[src/rtl/dcache_victim_ctrl.sv]
// Dcache miss controller: probes the victim cache, falls back to memory, refills the dcache
// and parks the displaced line. Optional hit/miss counters are enabled by VICTIM_STATS_EN.
module dcache_victim_ctrl #(
  parameter int DCACHE_LINE_WIDTH = 128,
  parameter int DCACHE_TAG_BITS   = 23
) (
  input  logic                         clk,
  input  logic                         rst,
  input  logic                         miss_req_i,
  input  logic [DCACHE_TAG_BITS-1:0]   miss_tag_i,
  input  logic                         evict_valid_i,
  input  logic [DCACHE_LINE_WIDTH-1:0] evict_data_i,
  input  logic [DCACHE_TAG_BITS-1:0]   evict_tag_i,
  output logic [DCACHE_TAG_BITS-1:0]   victim_lookup_tag_o,
  input  logic                         victim_hit_i,
  input  logic [DCACHE_LINE_WIDTH-1:0] victim_data_i,
  output logic                         write_to_victim_o,
  output logic [DCACHE_LINE_WIDTH-1:0] victim_wdata_o,
  output logic [DCACHE_TAG_BITS-1:0]   victim_wtag_o,
  output logic                         mem_req_o,
  output logic [DCACHE_TAG_BITS-1:0]   mem_tag_o,
  input  logic                         mem_ack_i,
  input  logic [DCACHE_LINE_WIDTH-1:0] mem_data_i,
  output logic                         fill_valid_o,
  output logic [DCACHE_LINE_WIDTH-1:0] fill_data_o,
  output logic [DCACHE_TAG_BITS-1:0]   fill_tag_o,
  output logic                         fill_from_victim_o,
  output logic                         ready_o
`ifdef VICTIM_STATS_EN
  ,
  output logic [15:0]                  victim_hits_o,
  output logic [15:0]                  victim_misses_o
`endif
);

  typedef enum logic [1:0] {IDLE, PROBE, MEM_REQ, FILL} state_e;

  state_e                         state_q;
  logic [DCACHE_TAG_BITS-1:0]     tag_q;
  logic [DCACHE_TAG_BITS-1:0]     lookup_tag_q;
  logic                           evict_valid_q;
  logic [DCACHE_LINE_WIDTH-1:0]   evict_data_q;
  logic [DCACHE_TAG_BITS-1:0]     evict_tag_q;
  logic [DCACHE_LINE_WIDTH-1:0]   line_q;
  logic                           src_victim_q;
  logic                           ready_q;
  logic                           mem_req_q;
  logic                           fill_valid_q;
  logic                           wr_victim_q;
  logic                           probe_hit;

  // Tag 0 is what reset-state victim entries hold, so it can never be a genuine hit.
  assign probe_hit = (state_q == PROBE) && victim_hit_i && (tag_q != '0);

  // NOTE: state uses non-blocking assignments and an async reset so every register
  // updates together on the edge and clears the instant rst falls.
  always_ff @(posedge clk or negedge rst) begin
    if (!rst) begin
      state_q       <= IDLE;
      tag_q         <= '0;
      lookup_tag_q  <= '0;
      evict_valid_q <= 1'b0;
      evict_data_q  <= '0;
      evict_tag_q   <= '0;
      line_q        <= '0;
      src_victim_q  <= 1'b0;
      ready_q       <= 1'b1;
      mem_req_q     <= 1'b0;
      fill_valid_q  <= 1'b0;
      wr_victim_q   <= 1'b0;
    end else begin
      case (state_q)
        IDLE: begin
          if (miss_req_i) begin
            tag_q         <= miss_tag_i;
            lookup_tag_q  <= miss_tag_i;
            evict_valid_q <= evict_valid_i;
            evict_data_q  <= evict_data_i;
            evict_tag_q   <= evict_tag_i;
            ready_q       <= 1'b0;
            state_q       <= PROBE;
          end
        end
        PROBE: begin
          lookup_tag_q <= '0;
          if (probe_hit) begin
            line_q       <= victim_data_i;
            src_victim_q <= 1'b1;
            fill_valid_q <= 1'b1;
            wr_victim_q  <= evict_valid_q;
            state_q      <= FILL;
          end else begin
            mem_req_q <= 1'b1;
            state_q   <= MEM_REQ;
          end
        end
        MEM_REQ: begin
          if (mem_ack_i) begin
            line_q       <= mem_data_i;
            src_victim_q <= 1'b0;
            mem_req_q    <= 1'b0;
            fill_valid_q <= 1'b1;
            wr_victim_q  <= evict_valid_q;
            state_q      <= FILL;
          end
        end
        FILL: begin
          fill_valid_q <= 1'b0;
          wr_victim_q  <= 1'b0;
          ready_q      <= 1'b1;
          state_q      <= IDLE;
        end
        default: begin
          lookup_tag_q <= '0;
          mem_req_q    <= 1'b0;
          fill_valid_q <= 1'b0;
          wr_victim_q  <= 1'b0;
          ready_q      <= 1'b1;
          state_q      <= IDLE;
        end
      endcase
    end
  end

  assign ready_o             = ready_q;
  assign victim_lookup_tag_o = lookup_tag_q;
  assign mem_req_o           = mem_req_q;
  assign mem_tag_o           = tag_q;
  assign fill_valid_o        = fill_valid_q;
  assign fill_data_o         = line_q;
  assign fill_tag_o          = tag_q;
  assign fill_from_victim_o  = src_victim_q;
  assign write_to_victim_o   = wr_victim_q;
  assign victim_wdata_o      = evict_data_q;
  assign victim_wtag_o       = evict_tag_q;

`ifdef VICTIM_STATS_EN
  logic [15:0] hits_q, hits_d;
  logic [15:0] misses_q, misses_d;
  logic        probe_miss;

  assign probe_miss = (state_q == PROBE) && !probe_hit;

  // NOTE: next-state values get a default first so no path through the block infers a latch.
  always_comb begin
    hits_d   = hits_q;
    misses_d = misses_q;
    if (probe_hit && (hits_q != 16'hFFFF))
      hits_d = hits_q + 16'd1;
    if (probe_miss && (misses_q != 16'hFFFF))
      misses_d = misses_q + 16'd1;
  end

  always_ff @(posedge clk or negedge rst) begin
    if (!rst) begin
      hits_q   <= '0;
      misses_q <= '0;
    end else begin
      hits_q   <= hits_d;
      misses_q <= misses_d;
    end
  end

  assign victim_hits_o   = hits_q;
  assign victim_misses_o = misses_q;
`endif

endmodule

[config.mk]
export PLATFORM = sky130hd
export DESIGN_NAME = dcache_victim_ctrl
export DESIGN_NICKNAME = d
export VERILOG_FILES = /design/src/rtl/dcache_victim_ctrl.sv
export SDC_FILE = /design/constraint.sdc
export NUM_CORES = 1
export LEC_CHECK = 0
export CAP_MARGIN = 10
export CORE_AREA = 2 2 309 311
export CTS_CLUSTER_DIAMETER = 150
export DETAILED_ROUTE_END_ITERATION = 7
export DIE_AREA = 0 0 311 313
export GPL_ROUTABILITY_DRIVEN = 0
export GPL_TIMING_DRIVEN = 0
export PLACE_DENSITY_LB_ADDON = 0.08
export SLEW_MARGIN = 25
export SYNTH_ARGS = -nofsm -noshare
export SYNTH_HDL_FRONTEND = slang
export SYNTH_SLANG_ARGS = --single-unit
[constraint.sdc]
create_clock -name clk -period 2 [get_ports clk]
set_input_delay 0.4 -clock clk [delete_from_list [all_inputs] [get_ports clk]]
set_output_delay 0.4 -clock clk [all_outputs]
set_load 0.05 [all_outputs]
Word-level counts from Yosys, hierarchy flattened

Cells that the tools add are included.

Register bits after elaboration: 333
Latch bits: 0
Memory bits (writable): 0
Memory bits (read-only): 0
Input bits: 436
Output and inout bits: 353
Word-level logic and storage cells: 55
Memories: 0

Add/subtract/negate cells: 0
Multipliers: 0
Divide/modulo/power cells: 0
Magnitude comparators: 0
Equality and inequality tests: 7
Shifts and indexed selects: 0
Mux-type cells: 21
Bitwise operators: 0
Reductions and logical operators: 15

Operator list:

| kind                 | count |
|---|---|
| $mux W128            | 2 |
| $pmux W128 S2        | 1 |
| $pmux W23 S2         | 1 |
| $mux W23             | 1 |
| $reduce_bool A23 Y1  | 1 |
| $reduce_and A3 Y1    | 3 |
| $mux W1              | 8 |
| $ne A2 B2 Y1 const B | 4 |
| $pmux W2 S4          | 1 |
| $reduce_and A2 Y1    | 4 |
| $pmux W1 S2          | 3 |
| $pmux W1 S3          | 2 |
| $reduce_bool A2 Y1   | 3 |
| $eq A2 B2 Y1 const B | 2 |
| $mux W2              | 2 |
| $reduce_bool A3 Y1   | 1 |
| $eq A2 B1 Y1 const B | 1 |
| $logic_and A1 B1 Y1  | 2 |
| $logic_not A2 Y1     | 1 |

Depth between registers and ports, before layout

Gate-level depths: netlist of the first run.

Word-level depth: 5
Gate-level depth with buffers: 10
Depth with buffers taken out: 7

Worst setup path after synthesis of the first run

OpenSTA, ideal clock, no wires.

Path kind: register -> register
Start: register tag_q[10], in the netlist fill_tag_o[10]
End: register line_q[87], in the netlist fill_data_o[87]
Library setup time: 0.129 ns
Data arrival time: 1.802 ns
Required time: 1.871 ns
Setup slack: 0.069 ns
Cell stages (with the launch flop): 8
Buffers on the path: 2
Period minus slack after synthesis: 1.931 ns
Cell sequence: dfrtp_1 nor4_1 nand2_1 nor4_2 or2_1 buf_4 buf_4 o21ai_0

Word-level cells in the longest chain between the ends: 4

Ends and longest elaborated chain:

| element                     | RTL line | source |
|---|---|---|
| start: declaration          | 39       | `logic [DCACHE_TAG_BITS-1:0] tag_q;` |
| start signal: assignment    | 75       | `tag_q <= miss_tag_i;` |
| $reduce_bool A23 Y1         | 53       | `assign probe_hit = (state_q == PROBE) && victim_hit_i && (tag_q != '0);` |
| $logic_and A1 B1 Y1         | 53       |  |
| $ne A2 B2 Y1 (no line)      | --       |  |
| $reduce_and A3 Y1 (no line) | --       |  |
| end signal: assignment      | 87       | `line_q <= victim_data_i;` |
| end signal: assignment      | 99       | `line_q <= mem_data_i;` |
| end: declaration            | 44       | `logic [DCACHE_LINE_WIDTH-1:0] line_q;` |

Every way passes these cells.
A chain may end at the register's enable or synchronous reset.

Worst setup path in the final report of the first run

Start: register tag_q[22], in the netlist fill_tag_o[22]
End: register line_q[20], in the netlist fill_data_o[20]

The elaborated chain is that of the path after synthesis.

==> impl_summary.log, run 1 <==
INFO  metric hold_path.class = input pin to asynchronous set/reset pin
INFO  metric crit_chain = nor4_4, nand2_2, nor4_4, buf_6, or2_4, buf_12, buf_12, clkbuf_16, o21ai_2
INFO  metric cts.clk_slew.worst_paths = 0.05 ns
INFO  metric xor_xnor_share_of_the_synthesized_area = 0
INFO  metric critical_path.n_buffers_inverters = 4
INFO  metric post-dp-hpwl = 57,300 um
INFO  metric drc = 0
INFO  metric synth-adder-area-share = 0.00350
INFO  metric setup_repair_after_global_routing_missed_its_margin = yes
INFO  metric die-width = 311 um
INFO  metric core-area = 94,200 um2
INFO  metric layout_min_cycle_time = 2.18 ns
INFO  metric grt_overflow_total = 0
INFO  metric clock_tree_skew_after_final_layout = 0.0253 ns
INFO  metric drt-vias-per-instance = 3.82
INFO  metric async_reset_ff_frac = 1.00
INFO  metric timing_worst_setup_path_type = register to register
INFO  metric wl_met1 = 27,200 um
INFO  metric met2RoutedLength = 38,000 um
INFO  metric start_kind = register
INFO  metric warning_count_from_the_yosys_run = 0
INFO  metric maxCapViolations = 0
INFO  metric dr.first_iter.drc_count = 539
INFO  metric cp_data_arrival_time = 2.62 ns
INFO  metric max_slew_margin = 0.487
INFO  metric met3_wirelength = 6680 um
INFO  metric place_worst_setup_slack = -1.21 ns
INFO  metric clkSinkCount = 333
INFO  metric critical-path-slowest-cell = sky130_fd_sc_hd__dfrtp_2
INFO  metric post_synth_mux_area_share = 0.0902
INFO  metric cp.required = 2.44 ns
INFO  metric grt_pass1_wl = 105,000 um
INFO  metric yosysUniqueCellTypes = 34
INFO  metric die-height = 313 um
INFO  metric setup_viol = 123
INFO  metric antenna_found_initial = 20
INFO  metric route.vias.total = 14,100
INFO  metric critical_path.max_stage_delay = 0.43 ns
INFO  metric synthesis.nets = 1,955
INFO  metric post_route_wl = 73,300 um
INFO  metric power_density = 1950 nW/um2
INFO  metric syn_area = 14,300 um2
INFO  metric gate_count_after_technology_mapping = 1,515
INFO  metric start_util = 0.152
INFO  metric floorplan.rows = 113
INFO  metric fin_crit_share = 1.09
INFO  metric clock_h_tree_levels = 2
INFO  metric cp_top_family = simple AND/OR/NAND/NOR gates
INFO  metric highest-signal-layer = met5
INFO  metric ctsLongestPathBuffers = 3
INFO  metric final_max_slew_viol_count = 0
INFO  metric share_of_synthesized_cell_area_in_and_or_nand_and_nor_gates = 0.162
INFO  metric syn_to_final_growth = 83.7%
INFO  metric detail_route.first_pass.iterations = 4
INFO  metric numPortBuffers = 788
INFO  metric most_frequent_standard_cell_in_the_layout_excluding_fill_and_tap_cells = sky130_fd_sc_hd__nand2_1
INFO  metric sort_of_element_at_the_end_of_the_critical_path = register
INFO  metric fmax = 459 MHz
INFO  metric ir_worst_vdd = 0.634 mV
INFO  metric grt_start_max_net_pins = 78
INFO  metric boundaryPins = 789
INFO  metric postSynthAreaPerCell = 9.45 um2
INFO  metric layout_setup_ws = -0.178 ns
INFO  metric synth_compound_gate_area_share = 0.114
INFO  metric final_cell_mix = 546 x sky130_fd_sc_hd__nand2_1, 434 x sky130_fd_sc_hd__clkdlybuf4s50_1, 316 x sky130_fd_sc_hd__dfrtp_1
INFO  metric synth_edf_count = 0
INFO  metric max_slew.worst_pin.slew = 0.769 ns
INFO  metric dominant_combinational_cell_family_by_area_after_synthesis = simple AND/OR/NAND/NOR gates
INFO  metric worst-path-max-fanout = 5
INFO  metric cellLeakagePower = 0.0122 uW
INFO  metric tritoncts_clock_tree = done
INFO  metric hold_viol = 76
INFO  metric route.detailed.wl_per_inst = 19.9 um
INFO  metric yosys_most_used_dff = sky130_fd_sc_hd__dfrtp_1
INFO  metric number_of_global_route_vias_before_repair = 15,000
INFO  metric ant_nets = 0
INFO  metric clk_root_buffer_cell = sky130_fd_sc_hd__clkbuf_16
INFO  metric grt_total_usage = 0.146
INFO  metric whs = -0.290 ns
INFO  metric run_status = complete, but fails checks
INFO  metric post-route-util = 0.279
INFO  metric ys_seq_area_frac = 0.582
INFO  metric die_area = 97,300 um2
INFO  metric drive_above_1_share = 0.160
INFO  metric finalNetCount = 2,825
INFO  metric clkLatencyLatePin = 0.58 ns
INFO  metric postSynthRegisterBits = 333
INFO  metric violations = negative hold slack, negative setup slack
INFO  metric cts_bufs_inserted = 46
[where the power goes]
group | switching [uW] | total (uW) | internal (uW)
Clock | 3280 | 8040 | 4760
Combinational | 21600 | 31200 | 9560
Sequential | 1890 | 11900 | 10100
Total | 26800 | 51200 | 24400
[layout make-up]
| type | instances | area (um2) |
|---|---|---|
| Fill cell | 10100 | 67900 |
| Antenna cell | 4 | 10.0 |
| Sequential cell | 333 | 8350 |
| Timing Repair Buffer | 827 | 8140 |
| Inverter | 10 | 40.0 |
| Buffer | 125 | 978 |
| Multi-Input combinational cell | 1042 | 5710 |
| Tap cell | 1265 | 1580 |
| Clock inverter | 9 | 80.1 |
| Clock buffer | 72 | 1390 |
[stage by stage]
| stage | total power (uW) | TNS [ns] | instance area [um2] | cells |
|---|---|---|---|---|
| CTS | 51500 | -25.54 | 25900 | 3676 |
| global route | 54400 | -27.11 | 26300 | 3686 |
| global placement | 42600 | -5612.87 | 23800 | 3568 |
| floorplan | 30500 | 0 | 14300 | 1515 |
| detailed placement | 42800 | -311.45 | 23900 | 3572 |
| finish | 51200 | -11.66 | 26300 | 3687 |
[what timing repair did]
item	in CTS	in global routing
endpoints found under the hold margin	76	76
gates cloned	6	6
setup buffers	18	8
pin swaps	29	48
endpoints found under the setup margin	685	353
gates resized for setup	749	205
[flip-flops by register name, indices dropped and copies added, names as in the netlist]
register	count
victim_wtag_o	23
fill_data_o	128
victim_wdata_o	128
fill_tag_o	23
fill_valid_o	1
write_to_victim_o	1
state_q	2
ready_o	1
evict_valid_q	1
victim_lookup_tag_o	23
mem_req_o	1
fill_from_victim_o	1
[cells in the mapped netlist, drive strengths merged (2+ instances only)]
| library cell | instances | area (um2) |
|---|---|---|
| a21oi | 22 | 110 |
| a22o | 6 | 52.6 |
| buf | 58 | 378 |
| clkbuf | 72 | 272 |
| dfrtp | 332 | 8310 |
| ha | 4 | 50.1 |
| inv | 10 | 37.5 |
| mux2i | 129 | 1290 |
| nand2 | 550 | 2060 |
| nand2b | 2 | 12.5 |
| nor2 | 4 | 15.0 |
| nor2b | 20 | 125 |
| nor3 | 2 | 10.0 |
| nor4 | 6 | 43.8 |
| o21ai | 283 | 1420 |
| o31ai | 2 | 15.0 |
| o32ai | 2 | 17.5 |
| or2 | 2 | 12.5 |
[routing by layer]
| layer | vias up | track usage |
|---|---|---|
| li1 | 6739 | - |
| met1 | 6725 | 0.157 |
| met2 | 510 | 0.266 |
| met3 | 93 | 0.0601 |
| met4 | 24 | 0.0307 |
| met5 | - | 0 |
[worst paths after layout]
check,depth (start not counted),slack (ns),endpoint,from
worst max-delay path,9,-0.18,fill_data_o[20],fill_tag_o[22]
worst min-delay path,1,-0.29,victim_wdata_o[0],rst
worst max register to register,9,-0.18,fill_data_o[20],fill_tag_o[22]
worst min register to register,2,0.46,victim_wtag_o[19],victim_wtag_o[19]
max in group asynchronous,5,0.43,fill_data_o[127],rst
min in group clk,3,0.34,victim_wdata_o[119],evict_data_i[119]
[logic make-up after synthesis]
family / count (synthesis)
AO/OA/AOI/OAI: 318
adder cells (fa/ha/maj): 4
buffers and inverters: 140
flip-flops: 333
multiplexers: 129
AND/OR/NAND/NOR: 591
Power figures use the tool's default switching activity.
==> inputs of run 2 (changes only) <==
- REMOVE_ABC_BUFFERS: not set -> 1
- clock period: 2 -> 1.9 ns (I/O delays scaled with it)
==> run 2 against run 1 <==
The flow finishes with violations (negative setup slack). Register-to-register slack worse by 0.22 ns. Sequential share of layout area is 1.6 points lower. Non-clock buffer count is 13 lower. Design area is 5.4% higher. Global-route usage is 0.72 points higher. Clock-buffer cell count is 3 lower. Combinational power is 17% higher. Sequential cell count stayed put. Sequential power is 8% higher. First-iteration DRC count is 6.1% lower. Fmax is 5.4% lower. Critical path depth is 4 higher. Largest cell class unchanged. Largest power group unchanged. Highest routed layer unchanged.
==> impl_summary.log, run 2 (synthesis gave the netlist of run 1 again) <==
INFO  metric run_status = complete, but fails checks
INFO  metric clkLatencyLatePin = 0.58 ns (about the same)
INFO  metric route.vias.total = 14,200 (+0.90%)
INFO  metric final_cell_mix = 542 x sky130_fd_sc_hd__nand2_1, 434 x sky130_fd_sc_hd__clkdlybuf4s50_1, 313 x sky130_fd_sc_hd__dfrtp_1
INFO  metric max_slew.worst_pin.slew = 0.587 ns (-0.182 ns)
INFO  metric post-route-util = 0.294 (+0.0152)
INFO  metric max_slew_margin = 0.607 (+0.120)
INFO  metric cellLeakagePower = 0.0123 uW (+0.49%)
INFO  metric dr.first_iter.drc_count = 506 (-6.1%)
INFO  metric final_max_slew_viol_count = 0 (unchanged)
INFO  metric tns = -43.41 ns (-31.75 ns)
INFO  metric layout_min_cycle_time = 2.30 ns (+0.125 ns)
INFO  metric ant_nets = 0 (unchanged)
INFO  metric clock_tree_skew_after_final_layout = 0.0198 ns (-0.00547 ns)
INFO  metric hold_viol = 0 (-100%)
INFO  metric antenna_found_initial = 22 (+10%)
INFO  metric clk_root_buffer_cell = sky130_fd_sc_hd__clkbuf_16
INFO  metric sort_of_element_at_the_end_of_the_critical_path = register
INFO  metric whs = 0.325 ns (+0.615 ns)
INFO  metric setup_viol = 133 (+8.1%)
INFO  metric grtUsageMet3 = 0.0654 (+0.00529)
INFO  metric maxCapViolations = 0 (unchanged)
INFO  metric layout_setup_ws = -0.403 ns (-0.225 ns)
INFO  metric timing_worst_setup_path_type = register to register
INFO  metric fmax = 434 MHz (-5.4%)
INFO  metric core-area = 94,200 um2 (unchanged)
INFO  metric ctsLongestPathBuffers = 3 (unchanged)
INFO  metric most_frequent_standard_cell_in_the_layout_excluding_fill_and_tap_cells = sky130_fd_sc_hd__nand2_1
INFO  metric ir_worst_vdd = 0.738 mV (+16%)
INFO  metric numPortBuffers = 788 (unchanged)
INFO  metric boundaryPins = 789 (unchanged)
INFO  metric cp.required = 2.39 ns (-0.05 ns)
INFO  metric setup_repair_after_global_routing_missed_its_margin = yes
INFO  metric busiest_grt_layer = met2
INFO  metric finalNetCount = 2,816 (-0.32%)
INFO  metric drive_above_1_share = 0.249 (+0.0887)
INFO  metric violations = negative setup slack
INFO  metric drc = 0 (unchanged)
INFO  metric area_of_combinational_cells_with_multiple_inputs = 5990 um2 (+4.9%)
INFO  metric clkSinkCount = 333 (unchanged)
INFO  metric worst-path-max-fanout = 7 (+2)
INFO  metric syn_to_final_growth = 93.7%
INFO  metric number_of_global_route_vias_before_repair = 15,200 (+1.1%)
INFO  metric post_route_wl = 78,500 um (+7.2%)
INFO  metric grt_total_usage = 0.153 (+0.00720)
INFO  metric detail_route.first_pass.iterations = 5 (+1)
INFO  metric cts_bufs_inserted = 46 (unchanged)
INFO  metric post-dp-hpwl = 53,000 um (-7.4%)
INFO  metric start_kind = register
INFO  metric grt_overflow_total = 0 (unchanged)
INFO  metric n_fill_cell = 9,927 (-1.7%)
INFO  metric start_util = 0.152 (unchanged)
INFO  metric hold_path.class = input pin to register
INFO  metric grt_pass1_wl = 110,000 um (+4.8%)
INFO  metric met1_usage = 0.172 (+0.0152)
INFO  metric drt-vias-per-instance = 3.86 (+1.0%)
INFO  metric seqCellArea = 8360 um2 (about the same)
INFO  metric global_route.usage.met2 = 0.266 (-0.000406)
INFO  metric die-height = 313 um (unchanged)
INFO  metric power_density = 2090 nW/um2 (+7.4%)
INFO  metric fin_crit_share = 1.21 (+0.123)
INFO  metric route.detailed.wl_per_inst = 21.3 um (+7.3%)
INFO  metric clock_h_tree_levels = 2 (unchanged)
INFO  metric floorplan.rows = 113 (unchanged)
INFO  metric die_area = 97,300 um2 (unchanged)
INFO  metric die-width = 311 um (unchanged)
INFO  metric cp_data_arrival_time = 2.79 ns (+0.17 ns)
INFO  metric grt_start_max_net_pins = 82 (+5.1%)
INFO  metric cts.clk_slew.worst_paths = 0.05 ns (about the same)
INFO  metric tritoncts_clock_tree = done
## run 2: cell count changes in the layout (fill, tap and decap cells not counted), moves of 18 or more
cell and delta:
sky130_fd_sc_hd__buf_16 +25, sky130_fd_sc_hd__o21ai_0 -83, sky130_fd_sc_hd__clkdlybuf4s15_2 +91, sky130_fd_sc_hd__o21ai_1 +39, sky130_fd_sc_hd__clkdlybuf4s15_1 +81, sky130_fd_sc_hd__dlygate4sd2_1 -233, sky130_fd_sc_hd__o21ai_2 +44, sky130_fd_sc_hd__clkbuf_4 -18
sky130_fd_sc_hd__buf_12 +23, sky130_fd_sc_hd__clkbuf_2 +20
## run 2: final timing paths
check	from	to	slack (ns)	cells past startpoint
setup reg to reg	fill_tag_o[13]	fill_data_o[87]	-0.40	13
hold / removal	evict_data_i[41]	victim_wdata_o[41]	0.32	3
min in group asynchronous	rst	victim_wtag_o[10]	0.37	3
setup / recovery	fill_tag_o[13]	fill_data_o[87]	-0.40	13
max in group asynchronous	rst	fill_data_o[68]	0.25	5
hold reg to reg	victim_wdata_o[18]	victim_wdata_o[18]	0.47	2
## run 2: power breakdown
group          leakage [uW]  switching (uW)  internal [uW]
registers           0.00413            2160          10600
clock network      0.000726            3450           5180
logic               0.00740           24000          12600
total                0.0123           29600          28400
## run 2: cell type report
type / count / area share
flip-flops and latches: 333 / 0.301
diodes: 9 / 0.000812
repair buffers: 939 / 0.369
multi-input cells: 1046 / 0.216
clock inverters: 11 / 0.00465
clock buffers: 69 / 0.0490
inverters: 10 / 0.00144
well taps: 1265 / 0.0571
## run 2: repair_timing
action | in CTS | in global routing
hold buffers | 2 | 0
endpoints found under the setup margin | 685 | 319
pin swaps | 51 | 32
gates resized for setup | 1193 | 223
gates cloned | 27 | 12
buffers inserted | 65 | 22
hold endpoints to repair | 41 | 0
## run 2: critical path, stage by stage (launching register included)
cell and delay, ns:
sky130_fd_sc_hd__dfrtp_2 0.42, sky130_fd_sc_hd__nor4_4 0.32, sky130_fd_sc_hd__nand2_2 0.14, sky130_fd_sc_hd__nor4_4 0.28, sky130_fd_sc_hd__buf_6 0.15, sky130_fd_sc_hd__buf_8 0.10, sky130_fd_sc_hd__buf_12 0.10, sky130_fd_sc_hd__buf_8 0.10
sky130_fd_sc_hd__buf_12 0.10, sky130_fd_sc_hd__buf_12 0.10, sky130_fd_sc_hd__buf_12 0.13, sky130_fd_sc_hd__clkbuf_16 0.14, sky130_fd_sc_hd__o21ai_0 0.06, sky130_fd_sc_hd__o21ai_1 0.08
## run 2: stage by stage
| step | power, uW | setup slack, ns | instance area [um2] | instances |
|---|---|---|---|---|
| 4_1_cts | 57800 | -0.459 | 27200 | 3647 |
| 3_5_place_dp | 45000 | -1.87 | 23900 | 3473 |
| 5_1_grt | 61500 | -0.530 | 27700 | 3676 |
| 6_report | 58000 | -0.403 | 27700 | 3682 |
| 2_1_floorplan | 30000 | -9.21 | 13700 | 1385 |
| 3_3_place_gp | 38800 | -20.88 | 23100 | 3438 |
## run 2: layer usage
metal / vias up / wire, um
met4: 24 / 1690
met5: - / 145
met2: 546 / 39000
met1: 6802 / 30400
li1: 6744 / -
met3: 102 / 7290
==> inputs of run 3 (changes only) <==
- RECOVER_POWER: not set -> 50
==> run 3 against run 2 <==
The flow still finishes with violations (negative setup slack). Routed wire length is essentially flat. Critical path depth unchanged. Worst setup slack worse by 0.00055 ns. Worst hold slack about the same.
==> impl_summary.log, run 3 (synthesis gave the netlist of run 1 again) <==
INFO  metric run_status = complete, but fails checks
INFO  metric violations = negative setup slack
INFO  metric critical-path-slowest-cell = sky130_fd_sc_hd__dfrtp_2
INFO  metric r2r_setup_slack = -0.40 ns (about the same)
INFO  metric setup_viol = 325 (+140%)
INFO  metric post_route_wl = 78,500 um (about the same)
INFO  metric finalNetCount = 2,816 (unchanged)
INFO  metric fmax = 434 MHz (about the same)
INFO  metric worstHoldPathCells = 3 (unchanged)
INFO  metric detail_route.first_pass.iterations = 5 (unchanged)
INFO  metric drc = 0 (unchanged)
INFO  metric route.vias.total = 14,200 (+0.18%)
INFO  metric whs_endpoint = victim_wdata_o[41]
INFO  metric cellLeakagePower = 0.0122 uW (-0.45%)
INFO  metric drt-vias-per-instance = 3.87 (+0.16%)
INFO  metric crit_chain = nor4_4, nand2_2, nor4_4, buf_6, buf_8, buf_12, buf_8, buf_12, buf_12, buf_12, clkbuf_16, o21ai_0, o21ai_1
INFO  metric floorplan.rows = 113 (unchanged)
INFO  metric layout_min_cycle_time = 2.30 ns (+0.000545 ns)
INFO  metric place_area = 23,900 um2 (unchanged)
INFO  metric die-width = 311 um (unchanged)
INFO  metric worst_r2r_path_depth = 13 (unchanged)
INFO  metric ir_worst_vdd = 0.738 mV (about the same)
INFO  metric reg2reg_to = fill_data_o[87]
INFO  metric clock_tree_skew_after_final_layout = 0.0194 ns (-0.000397 ns)
INFO  metric number_of_global_route_vias_before_repair = 15,200 (unchanged)
INFO  metric antenna_found_initial = 22 (unchanged)
INFO  metric critical_path.reg2reg.startpoint = fill_tag_o[13]
INFO  metric fin_crit_share = 1.21 (about the same)
INFO  metric tritoncts_clock_tree = done
INFO  metric start_util = 0.152 (unchanged)
INFO  metric setup_repair_after_global_routing_missed_its_margin = yes
INFO  metric timing_worst_setup_path_type = register to register
INFO  metric worst_hold_startpoint = evict_data_i[41]
INFO  metric dr.first_iter.drc_count = 501 (-0.99%)
INFO  metric clock_h_tree_levels = 2 (unchanged)
INFO  metric clk_root_buffer_cell = sky130_fd_sc_hd__clkbuf_16
INFO  metric layout_setup_ws = -0.403 ns (-0.000545 ns)
INFO  metric power_density = 2100 nW/um2 (+0.22%)
INFO  metric final_max_slew_viol_count = 0 (unchanged)
INFO  metric ctsLongestPathBuffers = 3 (unchanged)
INFO  metric maxCapViolations = 0 (unchanged)
INFO  metric route.detailed.wl_per_inst = 21.3 um (about the same)
INFO  metric final_cell_mix = 542 x sky130_fd_sc_hd__nand2_1, 434 x sky130_fd_sc_hd__clkdlybuf4s50_1, 313 x sky130_fd_sc_hd__dfrtp_1
INFO  metric max_slew_margin = 0.264 (-0.343)
INFO  metric most_frequent_standard_cell_in_the_layout_excluding_fill_and_tap_cells = sky130_fd_sc_hd__nand2_1
INFO  metric whs = 0.325 ns (+0.000105 ns)
INFO  metric boundaryPins = 789 (unchanged)
INFO  metric critical_path.max_stage_delay = 0.42 ns (about the same)
INFO  metric worst-path-max-fanout = 7 (unchanged)
INFO  metric clkLatencyLatePin = 0.58 ns (about the same)
INFO  metric grt_overflow_total = 0 (unchanged)
INFO  metric cpMostUsedCell = sky130_fd_sc_hd__buf_12
INFO  metric hold_viol = 0 (unchanged)
INFO  metric drive_above_1_share = 0.248 (-0.00166)
INFO  metric start_kind = register
INFO  metric sort_of_element_at_the_end_of_the_critical_path = register
INFO  metric cts_bufs_inserted = 46 (unchanged)
INFO  metric grt_start_max_net_pins = 82 (unchanged)
INFO  metric hold_path.class = input pin to register
INFO  metric grt_pass1_wl = 110,000 um (unchanged)
INFO  metric die_area = 97,300 um2 (unchanged)
INFO  metric n_fill_cell = 9,944 (+0.17%)
INFO  metric cp_data_arrival_time = 2.79 ns (about the same)
INFO  metric max_slew.worst_pin.slew = 1.10 ns (+0.516 ns)
INFO  metric report.power.total = 57,800 uW (-0.28%)
INFO  metric cp.required = 2.39 ns (about the same)
INFO  metric die-height = 313 um (unchanged)
INFO  metric post-route-util = 0.293 (-0.00147)
INFO  metric post_route_cell_area = 27,600 um2 (-0.50%)
INFO  metric numPortBuffers = 788 (unchanged)
INFO  metric core-area = 94,200 um2 (unchanged)
INFO  metric syn_to_final_growth = 92.8%
INFO  metric cts.clk_slew.worst_paths = 0.05 ns (about the same)
INFO  metric post-dp-hpwl = 53,000 um (unchanged)
INFO  metric ant_nets = 0 (unchanged)
INFO  metric grt_total_usage = 0.153 (unchanged)
INFO  metric clkSinkCount = 333 (unchanged)
run 3: cell type report:
type / instances / area [um2] / share of cell area
diodes: 10 / 25.0 / 0.000907
clock buffers: 69 / 1360 / 0.0492
clock inverters: 11 / 129 / 0.00467
inverters: 10 / 40.0 / 0.00145
multi-input cells: 1046 / 5980 / 0.217
flip-flops and latches: 333 / 8360 / 0.303
well taps: 1265 / 1580 / 0.0574
repair buffers: 939 / 10100 / 0.367
run 3: worst max-delay path, delay by kind of cell, from the launching register on:
family / cells / cell delay (ns)
AOI/OAI and AO/OA: 2 / 0.14
and+or+nand+nor: 3 / 0.74
buffers and inverters: 8 / 0.92
DFF: 1 / 0.42
run 3: what timing repair did:
action / CTS / global route
endpoints found under the setup margin: 685 / 319
hold buffers: 2 / 0
setup buffers: 65 / 22
resized for setup: 1193 / 223
cloned: 27 / 12
hold endpoints to repair: 41 / 0
pin swaps: 51 / 32
run 3: how the worst max path moves through the flow:
stage	cells past startpoint	endpoint	slack (ns)	start
after floorplan	5	fill_data_o[0]	-9.21	state_q[0]
after global placement	5	fill_data_o[125]	-20.88	state_q[0]
after detailed placement	14	fill_data_o[106]	-1.87	state_q[1]
after CTS	13	fill_data_o[103]	-0.46	fill_tag_o[22]
after global routing	13	fill_data_o[102]	-0.53	fill_tag_o[13]
final	13	fill_data_o[87]	-0.40	fill_tag_o[13]
run 3: metal layers:
| metal | wire [um] | global-route usage | part of all wire |
|---|---|---|---|
| met1 | 30300 | 0.172 | 0.39 |
| met2 | 39000 | 0.266 | 0.50 |
| met3 | 7320 | 0.0654 | 0.093 |
| met4 | 1690 | 0.0380 | 0.022 |
| met5 | 145 | 0 | 0.0018 |
run 3: stage by stage:
step,setup slack (ns),TNS (ns),instances
6_report,-0.403,-63.46,3683
3_5_place_dp,-1.87,-282.74,3473
4_1_cts,-0.459,-42.93,3647
3_3_place_gp,-20.88,-9458.64,3438
5_1_grt,-0.530,-116.84,3676
2_1_floorplan,-9.21,-1753.11,1385
run 3: where the power goes:
part	switching, uW	internal [uW]
registers	2160	10600
logic	23900	12500
clock network	3450	5180
total	29500	28300
